## src/rtl/vga_pkg.sv

```systemverilog
// Shared constants for the text-mode video path: screen geometry in
// character cells, glyph size, address widths and the cursor underline row.
package vga_pkg;

  localparam int COLS        = 80;   // text columns (640 / CHAR_W)
  localparam int ROWS        = 30;   // text rows (480 / CHAR_H)
  localparam int CHAR_W      = 8;    // glyph width in pixels
  localparam int CHAR_H      = 16;   // glyph height in lines
  localparam int TADDR_WIDTH = 12;   // text buffer address width
  localparam int FADDR_WIDTH = 11;   // 7-bit ASCII + 4-bit glyph row
  localparam int CURSOR_ROW  = 14;   // first glyph row of the underline cursor

endpackage

```

## src/rtl/text_pixel_gen_if.sv

```systemverilog
// Memory-side bus of the text renderer: text buffer lookup and font lookup.
// Both memories are single-cycle registered reads owned by the slave side.
interface text_pixel_gen_if #(
  parameter int TADDR_WIDTH = 12,
  parameter int FADDR_WIDTH = 11
) ();

  logic [TADDR_WIDTH-1:0] text_addr;  // cell index row*COLS+col
  logic [7:0]             char_code;  // ASCII code from text buffer
  logic [FADDR_WIDTH-1:0] font_addr;  // {char[6:0], glyph_row}
  logic [7:0]             font_row;   // glyph row, index 0 = leftmost pixel

  modport master (
    output text_addr,
    output font_addr,
    input  char_code,
    input  font_row
  );

  modport slave (
    input  text_addr,
    input  font_addr,
    output char_code,
    output font_row
  );

endinterface

```

## src/rtl/text_pipe_delay.sv

```systemverilog
// Fixed-depth shift register for side-band values that must follow a pixel
// through the renderer pipeline. Every stage clears on reset so a flushed
// pipeline never emits stale sync or pixel data.
module text_pipe_delay #(
  parameter int WIDTH = 1,
  parameter int DEPTH = 1
) (
  input  logic             clk_i,
  input  logic             rst_i,
  input  logic [WIDTH-1:0] d_i,
  output logic [WIDTH-1:0] q_o
);

  logic [WIDTH-1:0] pipe [DEPTH];

  // Shift the input one stage per clock; reset flushes every stage to zero.
  always_ff @(posedge clk_i) begin
    if (rst_i) begin
      for (int i = 0; i < DEPTH; i++) pipe[i] <= '0;
    end else begin
      pipe[0] <= d_i;
      for (int i = 1; i < DEPTH; i++) pipe[i] <= pipe[i-1];
    end
  end

  assign q_o = pipe[DEPTH-1];

endmodule

```

## src/rtl/text_pixel_gen.sv

```systemverilog
// Text-mode pixel renderer. Turns the timing generator's pixel position into
// a text-buffer cell address, the returned character into a font address,
// and the returned glyph row into one pixel with a blinking underline cursor.
// Sync and blank are delayed to stay aligned with the pixel (4-cycle latency).
module text_pixel_gen
  import vga_pkg::*;
#(
  parameter int COLS         = vga_pkg::COLS,
  parameter int ROWS         = vga_pkg::ROWS,
  parameter int TADDR_WIDTH  = vga_pkg::TADDR_WIDTH,
  parameter int FADDR_WIDTH  = vga_pkg::FADDR_WIDTH,
  parameter int BLINK_FRAMES = 30
) (
  input  logic                   clk_i,
  input  logic                   rst_i,
  input  logic [9:0]             hcount_i,
  input  logic [9:0]             vcount_i,
  input  logic                   visible_i,
  input  logic                   hsync_i,
  input  logic                   vsync_i,
  text_pixel_gen_if.master       mem,
  input  logic                   cursor_en_i,
  input  logic [TADDR_WIDTH-1:0] cursor_addr_i,
  output logic                   pixel_o,
  output logic                   hsync_o,
  output logic                   vsync_o,
  output logic                   visible_o
);

  localparam int COL_W  = $clog2(CHAR_W);
  localparam int ROW_W  = $clog2(CHAR_H);
  localparam int CNT_W  = (BLINK_FRAMES > 1) ? $clog2(BLINK_FRAMES) : 1;
  localparam int SB_W   = COL_W + 4;
  localparam int CELLS  = COLS * ROWS;

  // Constant multiply by COLS built from shifted copies of the row index,
  // one per set bit of COLS (80 = 64 + 16). Result wraps at TADDR_WIDTH.
  function automatic logic [TADDR_WIDTH-1:0] mul_cols(input logic [9-ROW_W:0] row);
    logic [TADDR_WIDTH-1:0] acc;
    acc = '0;
    for (int k = 0; k < TADDR_WIDTH; k++) begin
      if (COLS[k]) acc = acc + (TADDR_WIDTH'(row) << k);
    end
    return acc;
  endfunction

  logic [TADDR_WIDTH-1:0] cell_idx;
  logic                   hit_n;
  logic [SB_W-1:0]        sb_p2;
  logic [ROW_W-1:0]       grow_p1;
  logic [COL_W-1:0]       col_p2;
  logic                   hit_p2;
  logic                   hs_p2;
  logic                   vs_p2;
  logic                   vld_p2;
  logic                   vsync_q;
  logic [CNT_W-1:0]       blink_cnt;
  logic                   blink_on;
  logic                   unused_char_msb;

  // Stage N: cell index and cursor hit for the incoming pixel position.
  // Cursor addresses off the screen can never match a visible cell.
  always_comb begin
    cell_idx = mul_cols(vcount_i[9:ROW_W]) + TADDR_WIDTH'(hcount_i[9:COL_W]);
    hit_n    = cursor_en_i & blink_on & (cell_idx == cursor_addr_i)
             & (32'(cursor_addr_i) < CELLS)
             & (vcount_i[ROW_W-1:0] >= ROW_W'(CURSOR_ROW));
  end

  // Register the text buffer address for the cell under the current pixel.
  always_ff @(posedge clk_i) begin
    if (rst_i) mem.text_addr <= '0;
    else       mem.text_addr <= cell_idx;
  end

  // Side-band for the output stage: pixel column, cursor hit, syncs, visible.
  text_pipe_delay #(.WIDTH(SB_W), .DEPTH(3)) u_sb_delay (
    .clk_i (clk_i),
    .rst_i (rst_i),
    .d_i   ({hcount_i[COL_W-1:0], hit_n, hsync_i, vsync_i, visible_i}),
    .q_o   (sb_p2)
  );

  // Glyph row only has to reach the cycle in which char_code is returned.
  text_pipe_delay #(.WIDTH(ROW_W), .DEPTH(2)) u_row_delay (
    .clk_i (clk_i),
    .rst_i (rst_i),
    .d_i   (vcount_i[ROW_W-1:0]),
    .q_o   (grow_p1)
  );

  // Stage N+2: font address from the returned character; bit 7 is not font data.
  assign mem.font_addr   = FADDR_WIDTH'({mem.char_code[6:0], grow_p1});
  assign unused_char_msb = mem.char_code[7];

  assign col_p2 = sb_p2[SB_W-1 -: COL_W];
  assign hit_p2 = sb_p2[3];
  assign hs_p2  = sb_p2[2];
  assign vs_p2  = sb_p2[1];
  assign vld_p2 = sb_p2[0];

  // Stage N+3: pick the glyph bit, invert under the cursor, blank outside video.
  always_ff @(posedge clk_i) begin
    if (rst_i) begin
      pixel_o   <= 1'b0;
      hsync_o   <= 1'b0;
      vsync_o   <= 1'b0;
      visible_o <= 1'b0;
    end else begin
      pixel_o   <= vld_p2 & (mem.font_row[col_p2] ^ hit_p2);
      hsync_o   <= hs_p2;
      vsync_o   <= vs_p2;
      visible_o <= vld_p2;
    end
  end

  // Cursor blink: count vsync rising edges, toggle every BLINK_FRAMES frames.
  always_ff @(posedge clk_i) begin
    if (rst_i) begin
      vsync_q   <= 1'b0;
      blink_cnt <= '0;
      blink_on  <= 1'b0;
    end else begin
      vsync_q <= vsync_i;
      if (vsync_i && !vsync_q) begin
        if (blink_cnt == CNT_W'(BLINK_FRAMES - 1)) begin
          blink_cnt <= '0;
          blink_on  <= ~blink_on;
        end else begin
          blink_cnt <= blink_cnt + 1'b1;
        end
      end
    end
  end

endmodule
```

## src/flat_wrapper.sv

```systemverilog
// flat-port wrapper written by rule: the top's interface ports become plain ports
module text_pixel_gen_flat import vga_pkg::*;
#(
  parameter int COLS         = vga_pkg::COLS,
  parameter int ROWS         = vga_pkg::ROWS,
  parameter int TADDR_WIDTH  = vga_pkg::TADDR_WIDTH,
  parameter int FADDR_WIDTH  = vga_pkg::FADDR_WIDTH,
  parameter int BLINK_FRAMES = 30
)
  (clk_i, rst_i, hcount_i, vcount_i, visible_i, hsync_i, vsync_i, cursor_en_i, cursor_addr_i, pixel_o, hsync_o, vsync_o, visible_o, mem_text_addr, mem_font_addr, mem_char_code, mem_font_row);
  text_pixel_gen_if #(.TADDR_WIDTH(TADDR_WIDTH), .FADDR_WIDTH(FADDR_WIDTH)) mem_i ();
  input  logic clk_i;
  input  logic rst_i;
  input  logic [9:0] hcount_i;
  input  logic [9:0] vcount_i;
  input  logic visible_i;
  input  logic hsync_i;
  input  logic vsync_i;
  input  logic cursor_en_i;
  input  logic [TADDR_WIDTH-1:0] cursor_addr_i;
  output logic pixel_o;
  output logic hsync_o;
  output logic vsync_o;
  output logic visible_o;
  output wire logic [$bits(mem_i.text_addr)-1:0] mem_text_addr;
  output wire logic [$bits(mem_i.font_addr)-1:0] mem_font_addr;
  input wire logic [$bits(mem_i.char_code)-1:0] mem_char_code;
  input wire logic [$bits(mem_i.font_row)-1:0] mem_font_row;
  assign mem_text_addr = mem_i.text_addr;
  assign mem_font_addr = mem_i.font_addr;
  assign mem_i.char_code = mem_char_code;
  assign mem_i.font_row = mem_font_row;
  text_pixel_gen #(.COLS(COLS), .ROWS(ROWS), .TADDR_WIDTH(TADDR_WIDTH), .FADDR_WIDTH(FADDR_WIDTH), .BLINK_FRAMES(BLINK_FRAMES)) u_core (.clk_i(clk_i), .rst_i(rst_i), .hcount_i(hcount_i), .vcount_i(vcount_i), .visible_i(visible_i), .hsync_i(hsync_i), .vsync_i(vsync_i), .mem(mem_i), .cursor_en_i(cursor_en_i), .cursor_addr_i(cursor_addr_i), .pixel_o(pixel_o), .hsync_o(hsync_o), .vsync_o(vsync_o), .visible_o(visible_o));
endmodule
```

## config.mk

```make
export PLATFORM = sky130hd
export DESIGN_NAME = text_pixel_gen_flat
export DESIGN_NICKNAME = d
export VERILOG_FILES = /design/src/rtl/vga_pkg.sv /design/src/rtl/text_pixel_gen_if.sv /design/src/rtl/text_pipe_delay.sv /design/src/rtl/text_pixel_gen.sv /design/src/flat_wrapper.sv
export SDC_FILE = /design/constraint.sdc
export NUM_CORES = 1
export LEC_CHECK = 0
export CORE_MARGIN = 2
export CORE_UTILIZATION = 25
export DETAILED_ROUTE_END_ITERATION = 16
export PLACE_DENSITY = 0.59
export SLEW_MARGIN = 15
export SYNTH_ARGS = -nofsm -noshare
export SYNTH_HDL_FRONTEND = slang
export SYNTH_SLANG_ARGS = --single-unit
```

## constraint.sdc

```tcl
create_clock -name clk_i -period 3.2 [get_ports clk_i]
set_input_delay 0.32 -clock clk_i [delete_from_list [all_inputs] [get_ports clk_i]]
set_output_delay 0.32 -clock clk_i [all_outputs]
set_load 0.01 [all_outputs]
```

Word-level counts from Yosys, hierarchy flattened --
Memory sizes are Yosys's and may differ from the RTL's. Cells that the tools add are included.
Operators by class: add/sub/neg operators 3, order comparisons 3, eq/ne operators 2, multiplexer cells 11, bitwise operators 12, reduce and logical (&&, ||, !) cells 3
Operators by type and width (count):
- $mux W7 | 3
- $add A10 B12 Y12 | 1
- $add A12 B7 Y12 | 1
- $eq A12 B12 Y1 | 1
- $lt A12 B12 Y1 const B | 1
- $mux W4 | 2
- $add A5 B1 Y5 const B | 1
- $and A1 B1 Y1 | 5
- $eq A5 B5 Y1 const B | 1
- $mux W5 | 1
- $or A1 B1 Y1 | 5
- $ge A4 B4 Y1 const B | 1
- $lt A3 B4 Y1 const B | 1
- $mux W1 | 4
- $bmux W1 S3 | 1
- $reduce_and A2 Y1 | 1
- $logic_and A1 B1 Y1 | 1
- $logic_not A1 Y1 | 1
- $not A1 Y1 | 1
- $xor A1 B1 Y1 | 1
Word-level totals: register bits 23, bits in writable memories 29, input bits 54, output and inout port bits 27, logic and storage cells 44, memories 2
Memory list:
- u_core.u_sb_delay.pipe | words 3, width 7, rd ports 3, clocked after Yosys merged registers in 0, write ports 3, line text_pipe_delay.sv:14 | logic [WIDTH-1:0] pipe [DEPTH];
- u_core.u_row_delay.pipe | words 2, width 4, rd ports 2, clocked after Yosys merged registers in 0, write ports 2, line text_pipe_delay.sv:14

Logic depth before layout (Yosys ltp) --
depth after elaboration 7, mapped depth 9, depth with buffers taken out 9

By module --
Synthesis repeated with hierarchy kept, for this count alone.
Unflattened totals: cell total of the unflattened synthesis 213, area total of the unflattened synthesis 2317.2 sq um
By module, submodules not included:
- text_pixel_gen | instances 1, cells an instance 142, area each 1400.1 sq um, seq. area each 460.4 sq um
- text_pipe_delay at u_core.u_sb_delay | instances 1, cells an instance 51, area each 676.9 sq um, seq. area each 420.4 sq um
- text_pipe_delay at u_core.u_row_delay | instances 1, cells an instance 20, area each 240.2 sq um, seq. area each 160.2 sq um

Worst setup path before layout --
Ideal clock, no wire load.
kind in2reg, start in hcount_i[9], end mem u_core.u_sb_delay.pipe[0][3] in the netlist's numbering, setup time 0.061 ns, data arrival time 2.263 ns, data required time 3.139 ns, slack 0.876 ns, stages 8, buffers on the path 0, cells stage by stage inv_1 fa_1 fa_1 nor2b_1 o21ai_0 a311oi_2 mux2i_1 and4_1
RTL lines:
- start, declared | line flat_wrapper.sv:14 | input logic [9:0] hcount_i;
- end, declared | line text_pipe_delay.sv:14

==> metrics.md <==
| Metric | Value |
|---|---|
| Outcome | finished clean |
| Most common cell after layout, fill and taps aside | clkdlybuf4s50_1 |
| Initial Utilization | 26.16% |
| Number of core rows | 33 |
| Crit-path max FO | 3 |
| Post-CTS sizing | 0 |
| Critical Path Start | vcount_i[4] |
| Worst VDD drop | 0.2542 mV |
| Antenna Cells | 0 |
| Initial antenna violation count | 0 |
| Minimum clock period | 2.677 ns |
| Pin count of the biggest net entering global routing | 45 |
| Final RePlAce weighted congestion | 0.7208 |
| CTS root buf | clkbuf_8 |
| CP most frequent cell | fa_1 |
| CTS H-tree depth | 2 |
| CP max stage cell | fa_1 |
| Cells after synthesis | 208 |
| Clock-pin slew of the registers on the worst-case setup and hold paths | 0.09 ns |
| WS Path Type | input port to flip-flop |
| Wire per inst | 10.82 um |
| Ranking of synthesized cells by area | dfxtp_1 (47%), nor2b_1 (12%), ha_1 (7.5%), xnor2_1 (5.6%), buf_4 (3.8%) |
| Post-synthesis cell area | 2171 um^2 |
| Dominant cell type by area after synthesis | dfxtp_1 |
| Clk sink count | 51 |
| YS warnings | 0 |
| Avg Vias per Cell | 4.003 |
| R2R Setup Slk | 1.76 ns |
| P per Cell Area | 492.3 nW/um^2 |
| Kind of end point of the critical path | flip-flop |
| Synthesized area per cell | 10.44 um^2 |
| Ports | 81 |
| Post-route cell area | 2987 um^2 |
| CTS Hold Buffers Added | 0 |
| Final period util | 83.66% |
| #FFs+latches synth | 51 |
| Vias | 1,485 |
| Detailed placement HPWL | 3125 um |
| Hold crit path type | input port to flip-flop |
| Setup crit start kind | input port |
| Routed Antenna Nets | 0 |
| WHS | 0.2195 ns |
| Bufs on Longest Clock Path | 2 |
| Layout cell share with drive strength beyond 1 | 4.511% |
| Syn nets | 277 |
| Leakage | 1.152 nW |
| Cell Area, Placed | 2854 um^2 |
| Grt total ovfl | 0 |
| Setup TNS | 0 ns |
| IO Port Bufs | 65 |
| Clk_skew | 0.007113 ns |
| First-pass GRT wire length | 6934 um |
| Vias in the first global route | 1,508 |
| Chip height | 97.19 um |
| Sequential share of the synthesized area | 47.03% |
| # DRC | 0 |
| Worst path required time | 3.44 ns |
| Syn-to-layout area delta | 37.58% |
| Reg2reg start | u_core.blink_on |
| All-layer global routing usage | 8.939% |
| Crit path cell chain | clkdlybuf4s50_1 > inv_1 > fa_1 > fa_1 > nor2b_1 > o21ai_0 > a311oi_2 > mux2i_1 > and4_1 |
| Most frequent cells in the layout | clkdlybuf4s50_1 (64), dfxtp_1 (51), nor2b_1 (43), nor2_1 (16), xnor2_1 (14) |
| Die span in x | 97.19 um |
| Top cell type's share of synthesized area | 47.03% |
| Final setup violating endpoints | 0 |
| Unrepaired setup endpoints after global routing | no |
| Max-cap violations | 0 |
| Worst path max stage delay | 0.51 ns |
| Max Fclk | 373.5 MHz |
| Final nets | 334 |
| Crit Reg-Reg Endpoint | u_core.u_sb_delay.pipe[0][3] |
| Total routed wirelength | 4014 um |
| Fin. Hold Viols | 0 |
| R2R depth | 4 |
| Setup Buffers After CTS | 0 |
| Pins Over Slew Limit | 0 |
| Initial DRC Count | 13 |
| Die ar. | 9445 um^2 |
| First-pass iteration count of the detailed router | 3 |
| Max-slew headroom | 69.20% |
| Crit path DAT | 2.92 ns |
| CTS buffer count | 5 |
| CP endpoint | u_core.u_sb_delay.pipe[0][3] |
| CTS tree | yes |
| CORE AREA | 8299 um^2 |
| Insertion delay to the later sink of the worst-skew pair | 0.29 ns |
| Distinct cell type count after synthesis | 33 |
| Worst slew pin tran | 0.4611 ns |
==> flip-flops by register name, summed over array words and instances, names as in the netlist <==
register and flops:
u_core.blink_cnt 5, u_core.blink_on 1, u_core.hsync_o 1, u_core.mem.text_addr 12, u_core.pixel_o 1, u_core.u_row_delay.pipe 8
u_core.u_sb_delay.pipe 21, u_core.visible_o 1, u_core.vsync_o 1
==> per-layer routing <==
metal | part of all wire [%] | up-vias | global-route usage (%) | wire length [um]
met4 | 0.50 | 0 | 2.600 | 20
met5 | 0 | - | 0 | 0
met3 | 4.5 | 2 | 2.878 | 179
met1 | 45 | 672 | 10.46 | 1792
li1 | - | 779 | - | -
met2 | 50 | 32 | 15.60 | 2022
==> through the flow <==
step	cells	util, %	worst slack (ns)	total power, mW
floorplan	208	-	0.8765	0.8596
global placement	363	34.39	0.2278	0.9766
detailed placement	363	34.39	0.1973	0.9786
CTS	371	35.99	0.5089	1.498
global route	371	35.99	0.3025	1.557
finish	371	35.99	0.5228	1.470
==> layout make-up <==
cell class                      count  area [um^2]
Multi-Input combinational cell    132         1015
Clock inverter                      2        60.06
Timing Repair Buffer               66        653.1
Fill cell                         835         5313
Clock buffer                        6        72.57
Sequential cell                    51         1021
Tap cell                          105        131.4
Inverter                            9        33.78
==> power by group <==
group | internal (mW) | switching (mW) | leakage [nW]
clock | 0.312 | 0.198 | 0.0654
sequential | 0.668 | 0.0111 | 0.420
combinational | 0.166 | 0.115 | 0.666
==> critical path, delay by kind of cell <==
family / cells / cell delay (ns)
fa+ha+maj: 2 / 0.99
buf+inv: 2 / 0.54
compound gates: 2 / 0.47
simple gates: 2 / 0.38
mux: 1 / 0.22
==> cells by family (layout without fill, tap and decap cells) <==
kind of cell	after synthesis	in the layout	synth area share, %
buf+inv	25	83	6.225
simple gates	78	78	20.46
compound gates	15	15	5.187
xor+xnor	20	20	8.761
flops	51	51	47.03
mux	4	4	2.997
fa+ha+maj	15	15	9.337
==> how the worst min path moves through the flow <==
stage / to / depth (start not counted) / startpoint
final: u_core.u_row_delay.pipe[0][1] / 2 / rst_i
after global routing: u_core.u_row_delay.pipe[0][1] / 2 / rst_i
after CTS: u_core.u_row_delay.pipe[0][1] / 2 / rst_i
after detailed placement: u_core.u_sb_delay.pipe[0][13] / 1 / u_core.u_sb_delay.pipe[0][6]
after global placement: u_core.u_row_delay.pipe[0][7] / 1 / u_core.u_row_delay.pipe[0][3]
after floorplan: u_core.u_sb_delay.pipe[0][20] / 1 / rst_i
==> cell usage after synthesis <==
library cell / n
a311o_1: 1
o21a_1: 1
mux4_2: 2
clkbuf_1: 5
and4_1: 1
xor3_1: 1
a211oi_1: 3
ha_1: 13
a21oi_1: 1
mux2i_1: 2
xnor2_1: 14
nand3_1: 1
o2111a_1: 1
xor2_1: 5
and2_1: 1
nand4_1: 5
o22ai_1: 1
nor3_1: 3
dfxtp_1: 51
fa_1: 2
a311oi_2: 1
or4b_1: 1
nand3b_1: 1
inv_1: 9
buf_4: 11
nor2_1: 16
nand2_1: 3
a21o_1: 1
o21bai_1: 1
or2_1: 2
nor2b_1: 43
o21ai_0: 4
nor3b_1: 1
Power figures use the tool's default switching activity.
